## src/rtl/quad_detent_counter.sv

```systemverilog
// Quadrature decoder and detent counter that feeds the calculator FSM operand/operator value.
// Optional step acceleration is built when QUAD_ACCEL_EN is defined.
module quad_detent_counter #(
  parameter int WIDTH            = 8,
  parameter int STEPS_PER_DETENT = 4,
  parameter int MAX_VAL          = 255,
  parameter int WRAP             = 1,
  parameter int ACCEL_WINDOW     = 16,
  parameter int ACCEL_STEP       = 4
) (
  input  logic             clk,
  input  logic             rst,
  input  logic             a_i,
  input  logic             b_i,
  input  logic             clear_i,
  input  logic             hold_i,
  output logic [WIDTH-1:0] count_o,
  output logic             up_pulse_o,
  output logic             down_pulse_o,
  output logic             err_pulse_o
);

  localparam int ACC_W = $clog2(STEPS_PER_DETENT) + 2;
  localparam logic signed [ACC_W-1:0] ACC_ONE = ACC_W'(1);
  localparam logic signed [ACC_W-1:0] ACC_TOP = ACC_W'(STEPS_PER_DETENT - 1);
  localparam logic signed [ACC_W-1:0] ACC_BOT = -ACC_TOP;
  localparam logic [WIDTH:0] LIM_X  = (WIDTH+1)'(MAX_VAL);
  localparam logic [WIDTH:0] SPAN_X = (WIDTH+1)'(MAX_VAL + 1);
  localparam logic [WIDTH:0] ONE_X  = (WIDTH+1)'(1);

  if (STEPS_PER_DETENT != 1 && STEPS_PER_DETENT != 2 && STEPS_PER_DETENT != 4) begin : g_bad_steps
    $error("quad_detent_counter: STEPS_PER_DETENT must be 1, 2 or 4");
  end
  if (MAX_VAL < 1 || MAX_VAL > (1 << WIDTH) - 1) begin : g_bad_max
    $error("quad_detent_counter: MAX_VAL out of range for WIDTH");
  end
  if (ACCEL_STEP < 1 || ACCEL_STEP > MAX_VAL + 1 || ACCEL_WINDOW < 1) begin : g_bad_accel
    $error("quad_detent_counter: ACCEL_STEP/ACCEL_WINDOW out of range");
  end

  logic [1:0]              a_sync_q, b_sync_q, prev_q, fill_q, s, diff;
  logic                    primed_q, tr_up_q, tr_dn_q, tr_err_q;
  logic signed [ACC_W-1:0] acc_q, acc_d;
  logic [WIDTH-1:0]        count_q, count_d, nxt_up, nxt_dn;
  logic                    up_q, up_d, dn_q, dn_d, err_q, err_d;
  logic                    step_up, step_dn;
  logic [WIDTH:0]          cnt_x, sum_up_x, mv_up_x, mv_dn_x;

  // Position along the up sequence 00->10->11->01, so a legal move is +/-1 mod 4.
  function automatic logic [1:0] phase(input logic [1:0] ab);
    case (ab)
      2'b00:   phase = 2'd0;
      2'b10:   phase = 2'd1;
      2'b11:   phase = 2'd2;
      default: phase = 2'd3;
    endcase
  endfunction

  assign s    = {a_sync_q[1], b_sync_q[1]};
  assign diff = phase(s) - phase(prev_q);

`ifdef QUAD_ACCEL_EN
  localparam int GAP_W = $clog2(ACCEL_WINDOW + 1);
  localparam logic [GAP_W-1:0] GAP_MAX    = GAP_W'(ACCEL_WINDOW);
  localparam logic [WIDTH:0]   ACC_STEP_X = (WIDTH+1)'(ACCEL_STEP);

  logic [GAP_W-1:0] gap_q;
  logic             last_up_q;
  logic             fast;

  assign fast    = (gap_q < GAP_MAX);
  assign mv_up_x = (fast && last_up_q)  ? ACC_STEP_X : ONE_X;
  assign mv_dn_x = (fast && !last_up_q) ? ACC_STEP_X : ONE_X;

  always_ff @(posedge clk) begin
    if (rst || clear_i) begin
      gap_q     <= GAP_MAX;
      last_up_q <= 1'b0;
    end else if (step_up || step_dn) begin
      gap_q     <= '0;
      last_up_q <= step_up;
    end else if (gap_q != GAP_MAX) begin
      gap_q <= gap_q + 1'b1;
    end
  end
`else
  assign mv_up_x = ONE_X;
  assign mv_dn_x = ONE_X;
`endif

  assign cnt_x    = {1'b0, count_q};
  assign sum_up_x = cnt_x + mv_up_x;

  // Limit handling is done one bit wider so MAX_VAL+1 and the full move fit.
  always_comb begin
    if (sum_up_x > LIM_X) nxt_up = (WRAP != 0) ? WIDTH'(sum_up_x - SPAN_X) : WIDTH'(LIM_X);
    else                  nxt_up = WIDTH'(sum_up_x);
    if (mv_dn_x > cnt_x)  nxt_dn = (WRAP != 0) ? WIDTH'(cnt_x + SPAN_X - mv_dn_x) : '0;
    else                  nxt_dn = WIDTH'(cnt_x - mv_dn_x);
  end

  always_comb begin
    acc_d   = acc_q;
    count_d = count_q;
    step_up = 1'b0;
    step_dn = 1'b0;
    if (clear_i) begin
      acc_d   = '0;
      count_d = '0;
    end else if (hold_i || tr_err_q) begin
      acc_d = '0;
    end else if (tr_up_q) begin
      if (acc_q == ACC_TOP) begin
        acc_d   = '0;
        step_up = 1'b1;
        count_d = nxt_up;
      end else begin
        acc_d = acc_q + ACC_ONE;
      end
    end else if (tr_dn_q) begin
      if (acc_q == ACC_BOT) begin
        acc_d   = '0;
        step_dn = 1'b1;
        count_d = nxt_dn;
      end else begin
        acc_d = acc_q - ACC_ONE;
      end
    end
    up_d  = step_up;
    dn_d  = step_dn;
    err_d = tr_err_q;
  end

  // Priming waits for the synchronizer to fill so reset-time zeros never look like a move.
  always_ff @(posedge clk) begin
    if (rst) begin
      a_sync_q <= '0;
      b_sync_q <= '0;
      fill_q   <= '0;
      primed_q <= 1'b0;
      prev_q   <= '0;
      tr_up_q  <= 1'b0;
      tr_dn_q  <= 1'b0;
      tr_err_q <= 1'b0;
      acc_q    <= '0;
      count_q  <= '0;
      up_q     <= 1'b0;
      dn_q     <= 1'b0;
      err_q    <= 1'b0;
    end else begin
      a_sync_q <= {a_sync_q[0], a_i};
      b_sync_q <= {b_sync_q[0], b_i};
      fill_q   <= {fill_q[0], 1'b1};
      primed_q <= fill_q[1];
      prev_q   <= s;
      tr_up_q  <= primed_q && (diff == 2'd1);
      tr_dn_q  <= primed_q && (diff == 2'd3);
      tr_err_q <= primed_q && (diff == 2'd2);
      acc_q    <= acc_d;
      count_q  <= count_d;
      up_q     <= up_d;
      dn_q     <= dn_d;
      err_q    <= err_d;
    end
  end

  assign count_o      = count_q;
  assign up_pulse_o   = up_q;
  assign down_pulse_o = dn_q;
  assign err_pulse_o  = err_q;

endmodule

```

## config.mk

```make
export PLATFORM = sky130hd
export DESIGN_NAME = quad_detent_counter
export DESIGN_NICKNAME = d
export VERILOG_FILES = /design/src/rtl/quad_detent_counter.sv
export SDC_FILE = /design/constraint.sdc
export NUM_CORES = 1
export LEC_CHECK = 0
export ABC_AREA = 1
export CAP_MARGIN = 20
export CORE_MARGIN = 1.5
export CORE_UTILIZATION = 35
export CTS_CLUSTER_DIAMETER = 150
export DETAILED_ROUTE_END_ITERATION = 10
export PLACE_DENSITY_LB_ADDON = 0.15
export REMOVE_ABC_BUFFERS = 1
export SLEW_MARGIN = 20
export SYNTH_ARGS = -nofsm -noshare
export SYNTH_HDL_FRONTEND = slang
export SYNTH_SLANG_ARGS = --single-unit
```

## constraint.sdc

```tcl
create_clock -name clk -period 1.9 [get_ports clk]
set_clock_uncertainty 0.15 [all_clocks]
set_input_delay 0.57 -clock clk [delete_from_list [all_inputs] [get_ports clk]]
set_output_delay 0.57 -clock clk [all_outputs]
set_load 0.01 [all_outputs]
```

==> flow_summary_export.csv <==
group,metric,value,unit
outcome,status,"finished clean",
drt,totalWireLength,2.51,mm
clocking,clock-sinks,27,
drt,drtPass1Iterations,4,
global_routing,grt_max_degree,15,
clocking,clockRootBuffer,"clkbuf_8",
drt,vias,1163,
drt,routed_via_density,4.46,
place,dp_hpwl,1.96,mm
final_layout,area_growth,20.3,%
drt,dr.first_iter.drc_count,36,
sta,finalSetupViolations,0,
die,rows,23,
die,die_x,66.9,um
yosys,synth_largest_area_cell,"dfxtp_1",
critical_path,arrival,1.11,ns
critical_path,cp_slowest_cell,"clkdlybuf4s50_1",
sta,post-route-period-util,0.962,
hold_path,worstHoldPathType,"reg -> reg",
place,io_buffer_count,16,
sta,whs,0.255,ns
clocking,post-cts-setup-buffers,0,
run,cap_violations,0,
power_and_ir_drop,power.density,559,mW/mm2
global_routing,grt_pass1_vias,1048,
sta,tns,0,ns
sta,drv_slew,0,
power_and_ir_drop,vdd_ir_drop_max,0.387,mV
final_layout,fin_nets,228,
critical_path,endpoint_kind,"primary output",
yosys,syn-instance-count,189,
yosys,ys_ff_latch,27,
critical_path,crit_fanout,1,
sta,slew_headroom,0.787,
die,start_util,0.359,
critical_path,required,1.18,ns
final_layout,final_util,0.433,
critical_path,crit_chain,"clkdlybuf4s50_1",
yosys,avgSynthCellArea,7.55,um2
drt,drc,0,
clocking,ctsHoldBuffers,0,
die,io_pins,17,
clocking,cts_tree,"yes",
power_and_ir_drop,p_leak,0.826,nW
critical_path,crit_type,"reg -> out",
final_layout,mostFrequentLayoutCells,"nand2_1, nor2_1, inv_1",
yosys,syn-cell-area,0.00143,mm2
clocking,h-tree-depth,1,
clocking,cts_inserted_buffers,3,
drt,drt.antenna.violating_nets,0,
final_layout,mostFrequentLayoutCell,"nand2_1",
die,coreArea,0.00397,mm2
sta,rsz0062_at_grt,"false",
global_routing,antenna_found_initial,0,
critical_path,start_kind,"flop",
yosys,synth_cell_types,25,
critical_path,cp_top_family,"buffers and inverters",
yosys,ys_seq_area_frac,0.379,
sta,hold_viol,0,
sta,finalCriticalPeriod,1.83,ns
final_layout,drive_above_1_share,0.118,
global_routing,grt_pass1_wl,4.29,mm
yosys,synth.area.top_cells,"dfxtp_1, nand2_1, nor2_1, ha_1, inv_1",
clocking,cts.repair.resized,9,
yosys,netlist.area_leader.share,0.379,
global_routing,grt.total_usage,0.125,
final_layout,n_antenna_cell,0,
clocking,clk_pin_slew,0.09,ns
yosys,yosys_warnings,0,
power_and_ir_drop,p_total,961,uW
sta,worst_slew_pin_slew,0.318,ns
final_layout,design_area,0.00172,mm2
die,die_area,0.00447,mm2
place,gp_congestion,0.824,
global_routing,grt_overflow_total,0,
place,dpl_cell_area,0.00166,mm2
die,die_y,66.9,um
clocking,clkLatencyLatePin,0.27,ns
clocking,clock_path_buffers,2,
critical_path,slowest_delay,0.52,ns
sta,timing.fmax,547,MHz
drt,wl_per_cell,9.62,um
critical_path,crit_buf_inv,1,
-- synth_stat cells --
cell type / count
xor2_1: 4
buf_6: 2
a31oi_1: 1
inv_1: 25
nor2_4: 1
nand3_2: 1
nand3_1: 10
inv_2: 3
ha_1: 10
and2_1: 1
a21oi_1: 8
clkbuf_1: 1
nand2_4: 2
o21ai_0: 7
buf_4: 1
dfxtp_1: 27
a21boi_2: 1
nand3_4: 2
nor2_1: 35
nor2_8: 1
nand2_1: 36
nor2b_1: 1
xnor2_1: 4
nor3_1: 2
nand3b_1: 3
-- worst min-delay path: stages, from the launching register on --
cell and delay, ns:
dfxtp_1 0.31, inv_1 0.04, nor2_1 0.03
-- path summary, 6_finish.rpt --
| check | end | depth (start not counted) | slack, ns | startpoint |
|---|---|---|---|---|
| hold reg to reg | b_sync_q[1] | 2 | 0.26 | b_sync_q[0] |
| setup / recovery | err_pulse_o | 1 | 0.07 | err_pulse_o |
| setup reg to reg | count_o[6] | 8 | 0.36 | acc_q[0] |
| hold / removal | b_sync_q[1] | 2 | 0.26 | b_sync_q[0] |
-- per-layer routing --
metal / up-vias / wire, um / GRT usage
met3: 2 / 81 / 0.0253
met1: 519 / 1200 / 0.149
met5: - / 0 / 0
li1: 624 / - / -
met2: 18 / 1210 / 0.224
met4: 0 / 21 / 0.0383
-- cell type report --
type | count | area (um2)
repair buffers | 22 | 210
well taps | 50 | 62.6
inverters | 28 | 105
fillers | 406 | 2250
flip-flops and latches | 27 | 547
multi-input cells | 130 | 748
clock buffers | 4 | 45.0
-- per-stage QoR --
step	setup slack [ns]	cells
2_1_floorplan	0.397	185
3_3_place_gp	-0.0937	257
3_5_place_dp	-0.108	257
4_1_cts	0.00435	261
5_1_grt	0.0319	261
6_report	0.0731	261
-- flip-flops by register name (all words and copies together) (netlist names), 2 cells and up --
signal    flops
b_sync_q      2
acc_q         4
fill_q        2
a_sync_q      2
count_o       8
prev_q        2
-- report_power, final --
| part | internal (mW) | total (mW) | leakage, nW | switching, mW |
|---|---|---|---|---|
| Sequential | 0.575 | 0.579 | 0.222 | 0.00443 |
| Combinational | 0.0289 | 0.0606 | 0.581 | 0.0318 |
| Clock | 0.150 | 0.321 | 0.0228 | 0.171 |
-- kinds of logic after synthesis --
family | synth area share
AOI/OAI and AO/OA | 0.0649
xor gates and xnor gates | 0.0491
adders and majority gates | 0.0876
buffers and inverters | 0.0973
DFF | 0.379
and+or+nand+nor | 0.323
Note: power is estimated with default switching activity, not from simulation.
